==> config.mk <==
export PLATFORM = sky130hd
export DESIGN_NAME = fibonacci_index_finder
export DESIGN_NICKNAME = d
export VERILOG_FILES = /design/src/rtl/fibonacci_index_finder.sv
export SDC_FILE = /design/constraint.sdc
export NUM_CORES = 1
export LEC_CHECK = 0
export BUFFER_PORTS_ARGS = -buffer_cell sky130_fd_sc_hd__buf_2
export CORE_MARGIN = 1
export CORE_UTILIZATION = 29
export DETAILED_ROUTE_END_ITERATION = 10
export GPL_TIMING_DRIVEN = 0
export PLACE_DENSITY = 0.44
export SLEW_MARGIN = 10
export SYNTH_ARGS = -nofsm -noshare
export SYNTH_HDL_FRONTEND = slang
export SYNTH_SLANG_ARGS = --single-unit
==> constraint.sdc <==
create_clock -name clk -period 5.23 [get_ports clk]
set_input_delay 1.046 -clock clk [delete_from_list [all_inputs] [get_ports clk]]
set_output_delay 1.046 -clock clk [all_outputs]
set_load 0.005 [all_outputs]
==> src/rtl/fibonacci_index_finder.sv <==
// Inverse Fibonacci decoder: regenerates F(0), F(1), ... one term per cycle
// until the term reaches or passes the captured target, then reports its index.
module fibonacci_index_finder #(
    parameter int W  = 12,
    parameter int NW = 5
) (
    input  logic          clk,
    input  logic          rst,
    input  logic          start,
    input  logic [W-1:0]  F,
    output logic [NW-1:0] n,
    output logic          is_fib,
    output logic          busy,
    output logic          done
);

    typedef enum logic {IDLE, SEARCH} state_t;

    state_t          state_q, state_d;
    logic [W-1:0]    target_q, target_d;
    // Two guard bits keep the first term past target from wrapping.
    logic [W+1:0]    a_q, a_d, b_q, b_d;
    logic [NW-1:0]   idx_q, idx_d;
    logic [NW-1:0]   n_q, n_d;
    logic            is_fib_q, is_fib_d;
    logic            done_q, done_d;
    logic [W+1:0]    target_ext;

    assign target_ext = {2'b00, target_q};

    always_comb begin
        state_d  = state_q;
        target_d = target_q;
        a_d      = a_q;
        b_d      = b_q;
        idx_d    = idx_q;
        n_d      = n_q;
        is_fib_d = is_fib_q;
        done_d   = 1'b0;
        unique case (state_q)
            IDLE: begin
                if (start) begin
                    target_d = F;
                    a_d      = '0;
                    b_d      = (W+2)'(1);
                    idx_d    = '0;
                    state_d  = SEARCH;
                end
            end
            SEARCH: begin
                if (a_q == target_ext) begin
                    n_d      = idx_q;
                    is_fib_d = 1'b1;
                    done_d   = 1'b1;
                    state_d  = IDLE;
                end else if (a_q > target_ext) begin
                    // a overshot, so idx is at least 1 here and idx-1 names the term below target.
                    n_d      = idx_q - NW'(1);
                    is_fib_d = 1'b0;
                    done_d   = 1'b1;
                    state_d  = IDLE;
                end else begin
                    a_d   = b_q;
                    b_d   = a_q + b_q;
                    idx_d = idx_q + NW'(1);
                end
            end
            default: state_d = IDLE;
        endcase
    end

    always_ff @(posedge clk) begin
        if (rst) begin
            state_q  <= IDLE;
            target_q <= '0;
            a_q      <= '0;
            b_q      <= '0;
            idx_q    <= '0;
            n_q      <= '0;
            is_fib_q <= 1'b0;
            done_q   <= 1'b0;
        end else begin
            state_q  <= state_d;
            target_q <= target_d;
            a_q      <= a_d;
            b_q      <= b_d;
            idx_q    <= idx_d;
            n_q      <= n_d;
            is_fib_q <= is_fib_d;
            done_q   <= done_d;
        end
    end

    assign n      = n_q;
    assign is_fib = is_fib_q;
    assign busy   = (state_q == SEARCH);
    assign done   = done_q;

endmodule

==> results of run 1 <==
==> power by group through the flow <==
stage                     logic [uW]  registers, uW  clock network, uW
final                            158            429                247
after global routing             176            431                272
after CTS                        160            429                260
after detailed placement         159            438                  0
after global placement           160            437                  0
after floorplan                  105            436                  0
==> layout make-up <==
| class | count | area (um^2) |
|---|---|---|
| Fill cell | 1066 | 6500 |
| Clock inverter | 3 | 21.3 |
| Buffer | 19 | 91.3 |
| Sequential cell | 53 | 1060 |
| Tap cell | 133 | 166 |
| Clock buffer | 5 | 68.8 |
| Inverter | 18 | 67.6 |
| Timing Repair Buffer | 21 | 105 |
| Multi-Input combinational cell | 265 | 1740 |
==> flip-flops by register name, summed over array words and instances, names as in the netlist <==
name,count
is_fib,1
busy,1
done,1
b_q,14
idx_q,5
a_q,14
n,5
target_q,12
==> per-layer routing <==
layer  global-route usage  vias to the layer above  part of all wire
li1                     -                     1303                 -
met1                0.210                     1184              0.47
met2                0.289                       43              0.48
met3               0.0312                       16             0.032
met4               0.0563                        0             0.020
met5                    0                        -                 0
==> cells in the mapped netlist, types with 2 or more instances <==
cell type,number
nand3_1,18
o211ai_1,2
xnor2_1,8
buf_2,4
o21bai_1,2
a211o_1,2
nand4_1,6
nor3_1,6
o21a_1,4
clkbuf_1,12
a211oi_1,4
a21oi_1,42
xor2_1,7
nand2_1,50
buf_6,2
mux2i_1,7
a21o_1,6
o21ai_0,7
nand2b_1,7
nor2b_1,7
dfxtp_1,53
nand4b_1,7
a22oi_1,3
a31oi_1,2
nor2_1,21
inv_1,18
ha_1,27
nor4_1,3
==> cells in the final DEF, fill, tap and decap left out, types with 4 or more instances in the layout <==
master,netlist,routed
dfxtp_1,53,53
nand2_1,50,50
a21oi_1,42,42
ha_1,27,27
buf_2,4,25
nor2_1,21,21
inv_1,18,18
nand3_1,18,18
clkbuf_1,12,12
xnor2_1,8,8
o21ai_0,7,7
nor2b_1,7,7
nand4b_1,7,7
nand2b_1,7,7
xor2_1,7,7
mux2i_1,7,7
nand4_1,6,6
a21o_1,6,6
nor3_1,6,6
clkbuf_8,0,5
a211oi_1,4,4
o21a_1,4,4
==> critical path, stage by stage, from the launching register on <==
cell and delay (ns):
dfxtp_1 0.35, inv_1 0.05, ha_1 0.29, nand4_1 0.13, or3_4 0.38, nor3_4 0.44
nand4b_1 0.31, buf_2 0.33, nand3_1 0.12, a21oi_1 0.14
==> kinds of logic (layout without fill, tap and decap cells) <==
| family | count (synthesis) | after routing | synth area share |
|---|---|---|---|
| buffers and inverters | 37 | 66 | 0.0537 |
| adders and majority gates | 28 | 28 | 0.121 |
| and+or+nand+nor | 133 | 133 | 0.228 |
| DFF | 53 | 53 | 0.359 |
| xor gates and xnor gates | 15 | 15 | 0.0444 |
| muxes | 7 | 7 | 0.0237 |
| AOI/OAI and AO/OA | 82 | 82 | 0.170 |
==> how the worst min path moves through the flow <==
stage | startpoint | endpoint | slack [ns] | cells past startpoint
finish | target_q[6] | target_q[6] | 0.46 | 2
detailed placement | target_q[4] | target_q[4] | 0.45 | 2
floorplan | target_q[10] | target_q[10] | 0.44 | 2
CTS | target_q[4] | target_q[4] | 0.47 | 2
global placement | target_q[1] | target_q[1] | 0.44 | 2
global route | target_q[1] | target_q[1] | 0.49 | 2
==> stage by stage <==
step	total power [uW]	worst slack, ns
global placement	597	2.58
CTS	848	2.60
detailed placement	597	2.53
floorplan	542	3.03
global route	879	2.33
finish	833	2.63
==> reports/qor.yml, run 1 <==
outcome:
  outcome: "complete, no violations"
drt:
  drt_wl_total_um: 8050
  routedWlPerCell_um: 15.6
  drc: 0
  final_antenna_net_count: 0
  drtIter0Drc: 99
  first_pass_iters: 4
  vias_per_cell: 4.92
  vias: 2546
power:
  swShare: 0.316
  seqPwrFrac: 0.514
  p_leak_uw: 0.00138
  ir_drop_mv: 0.0951
  powerDensity_mw_per_mm2: 251
  power.switching_uw: 263
  p_comb_frac: 0.189
  p_int_uw: 570
  power.share.clock: 0.297
synthesis:
  synth_cell_type_count: 46
  synth_top_area_frac: 0.359
  syn_area_mm2: 0.00296
  synth_ff_type: "dfxtp_1"
  yosysWarnings: 0
  synth_area_leaders: "dfxtp_1 (36%), ha_1 (11%), a21oi_1 (7.1%)"
  netlist.top_cell.by_area: "dfxtp_1"
  syn_nets: 398
  syn_area_per_cell_um2: 8.34
  async_reset_ff_frac: 0
  synth_cells: 355
  synth.yosys.seq_area_share: 0.359
  synth-edff-count: 0
  synth.ff_latch_count: 53
clock_tree:
  cts_max_path_buffers: 2
  postCtsHoldBufs: 0
  cts_tree: "yes"
  cts_root_buffer: "clkbuf_8"
  insertion_delay_ns: 0.32
  clock_sinks: 53
  h-tree-depth: 2
  ctsResizeCount: 0
  cts_buffers: 5
  clk_pin_slew_ns: 0.11
  cts_setup_buffers: 0
setup_path:
  r2r_start: "target_q[9]"
  worstSetupStartpoint: "target_q[9]"
  crit_arrival_ns: 2.85
  start_kind: "register"
  reg2regPathDepth: 9
  r2r_slack_ns: 2.63
  crit_path_end_kind: "register"
  cp.required_ns: 5.48
  critPathKind: "register to register"
  cp_max_fo: 10
  regToRegEndpoint: "b_q[7]"
  crit_path_end: "b_q[7]"
timing:
  drv_slew: 0
  setup_viol: 0
  whs_ns: 0.465
  fmax_mhz: 384
  finalSetupTns_ns: 0
  max_slew.worst_pin.slew_ns: 0.723
  hold_viol_final: 0
  skew_ns: 0.0164
  relSlewSlack: 0.518
  layout_min_cycle_time_ns: 2.60
  rsz0062_at_grt: "false"
  period_share: 0.498
layout:
  final_util: 0.338
  fin_area_mm2: 0.00332
  area_growth_syn_to_layout_pct: 12.2
  fin_cells: 517
  layout-drive-gt1-share: 0.112
  nNetsFinal: 426
  antennaDiodeCount: 0
grt:
  grt_pass1_vias: 2508
  track_usage: 0.168
  grt-ovfl-total: 0
  grt_first_pass_wirelength_um: 13000
  grt_max_degree: 18
  antenna_found_initial: 0
die:
  core_mm2: 0.00982
  io_pins: 23
  die_h_um: 103
  start_util: 0.301
  dieArea_mm2: 0.0106
  num_rows: 36
  die_w_um: 103
place:
  postPlaceCellArea_mm2: 0.00323
  gp_congestion: 0.798
  io_buffers: 21
  dp.cells: 509
  dpl.hpwl_um: 5820
hold_path:
  hold_class: "register to register"
job:
  drv_cap: 0
No activity file was read; power rests on OpenSTA's default activity.
==> inputs of run 2 (changes only) <==
clock period = 2.56 ns   (was 5.23 ns; I/O delays follow)
==> reports/qor.yml, run 2 (synthesized netlist as in run 1, its figures left out) <==
outcome:
  outcome: "complete, no violations"
layout:
  final_util: 0.343  # +0.00484
  reg.largest.list: "a_q: 14 flops, b_q: 14 flops, target_q: 12 flops"
  area_growth_syn_to_layout_pct: 13.8
  nNetsFinal: 430  # +0.94%
  final_cell_mix: "dfxtp_1 (53), nand2_1 (50), a21oi_1 (42), ha_1 (27), buf_2 (22)"
  fillers: 1065  # -0.094%
  final_common_cell: "dfxtp_1"
  layout-drive-gt1-share: 0.126  # +0.0143
  antennaDiodeCount: 0  # unchanged
power:
  powerDensity_mw_per_mm2: 510  # +100%
  p_total_uw: 1720  # +110%
  ir_drop_mv: 0.197  # +110%
  p_leak_uw: 0.00141  # +1.8%
drt:
  routedWlPerCell_um: 15.5  # -0.68%
  drc: 0  # unchanged
  final_antenna_net_count: 0  # unchanged
  drtIter0Drc: 87  # -12%
  first_pass_iters: 4  # unchanged
  vias: 2561  # +0.59%
  drt_wl_total_um: 8060  # about the same
  vias_per_cell: 4.92  # -0.18%
timing:
  max_slew.worst_pin.slew_ns: 0.729  # +0.00654 ns
  hold_viol_final: 0  # unchanged
  fmax_mhz: 416  # +8.2%
  layout_setup_ws_ns: 0.154  # -2.47 ns
  relSlewSlack: 0.514  # -0.00436
  drv_slew: 0  # unchanged
  layout_min_cycle_time_ns: 2.41  # -0.197 ns
  setup_viol: 0  # unchanged
  skew_ns: 0.0142  # -0.00223 ns
  period_share: 0.940  # +0.442
place:
  dpl.hpwl_um: 5820  # unchanged
  pre_cts_slack_ns: -0.0517  # -2.58 ns
  io_buffers: 21  # unchanged
  gp_congestion: 0.798  # unchanged
die:
  die_h_um: 103  # unchanged
  start_util: 0.301  # unchanged
  num_rows: 36  # unchanged
  dieArea_mm2: 0.0106  # unchanged
  die_w_um: 103  # unchanged
  core_mm2: 0.00982  # unchanged
  io_pins: 23  # unchanged
job:
  drv_cap: 0  # unchanged
setup_path:
  crit_arrival_ns: 2.60  # -0.25 ns
  cp.required_ns: 2.75  # -2.73 ns
  start_kind: "register"
  cp_max_fo: 10  # unchanged
  critPathKind: "register to register"
  r2r_slack_ns: 0.15  # -2.47 ns
  crit_path_end_kind: "register"
grt:
  grt_pass1_vias: 2509  # +0.040%
  grt_max_degree: 18  # unchanged
  track_usage: 0.168  # unchanged
  grt_first_pass_wirelength_um: 13000  # unchanged
  grt-ovfl-total: 0  # unchanged
  antenna_found_initial: 0  # unchanged
clock_tree:
  clk_pin_slew_ns: 0.10  # about the same
  cts_buffers: 5  # unchanged
  clock_sinks: 53  # unchanged
  cts_tree: "yes"
  postCtsHoldBufs: 0  # unchanged
  h-tree-depth: 2  # unchanged
  insertion_delay_ns: 0.32  # about the same
  cts_max_path_buffers: 2  # unchanged
  cts_root_buffer: "clkbuf_8"
hold_path:
  hold_class: "input pin to register"
-- run 2: changes by cell type in the layout (fill, tap and decap cells not counted), sizes merged --
cell,before,now
buf,28,30
clkbuf,17,19
-- run 2: what timing repair did --
item	in CTS	in global routing
setup endpoints to repair	21	31
resized for setup	1	6
pin swaps	1	4
hold endpoints to repair	0	0
buffers inserted	0	4
-- run 2: path summary, 6_finish.rpt --
| path | end | start | cells after the start |
|---|---|---|---|
| hold / removal | target_q[5] | F[5] | 3 |
| setup reg to reg | b_q[8] | target_q[9] | 10 |
| hold reg to reg | target_q[6] | target_q[6] | 2 |
| setup / recovery | b_q[8] | target_q[9] | 10 |
-- run 2: worst max-delay path: stages (launching register included) --
cell and delay [ns]:
dfxtp_1 0.35, inv_1 0.05, ha_1 0.29, nand4_1 0.13, or3_4 0.38, a311o_1 0.35
and4b_4 0.25, buf_6 0.15, buf_6 0.15, a22oi_2 0.14, nor2_1 0.05
-- run 2: through the flow --
step | instance area [um^2] | hold WS (ns) | TNS (ns) | instances
6_report | 3370 | 0.418 | 0 | 521
5_1_grt | 3370 | 0.417 | -0.0160 | 521
4_1_cts | 3320 | 0.412 | 0 | 517
3_5_place_dp | 3230 | 0.451 | -0.592 | 509
3_3_place_gp | 3230 | 0.443 | -0.473 | 509
2_1_floorplan | 2960 | 0.436 | 0 | 355
-- run 2: layout make-up --
| class | count | area, um^2 | share of cell area |
|---|---|---|---|
| tap | 133 | 166 | 0.0494 |
| multi-input combinational | 265 | 1750 | 0.519 |
| inverter | 18 | 67.6 | 0.0201 |
| buffer | 19 | 98.8 | 0.0293 |
| clock buffer | 5 | 68.8 | 0.0204 |
| sequential | 53 | 1060 | 0.315 |
| clock inverter | 3 | 21.3 | 0.00632 |
| timing repair buffer | 25 | 135 | 0.0401 |
-- run 2: layer usage --
layer  GRT usage  wire length [um]
met1       0.210              3770
met2       0.289              3830
met3      0.0312               323
met4      0.0563               136
met5           0                 0
-- run 2: report_power, final --
group	switching, uW	leakage [uW]	internal (uW)
logic	210	0.000931	129
registers	20.3	0.000430	855
clock network	308	0.0000445	195
total	539	0.00141	1180
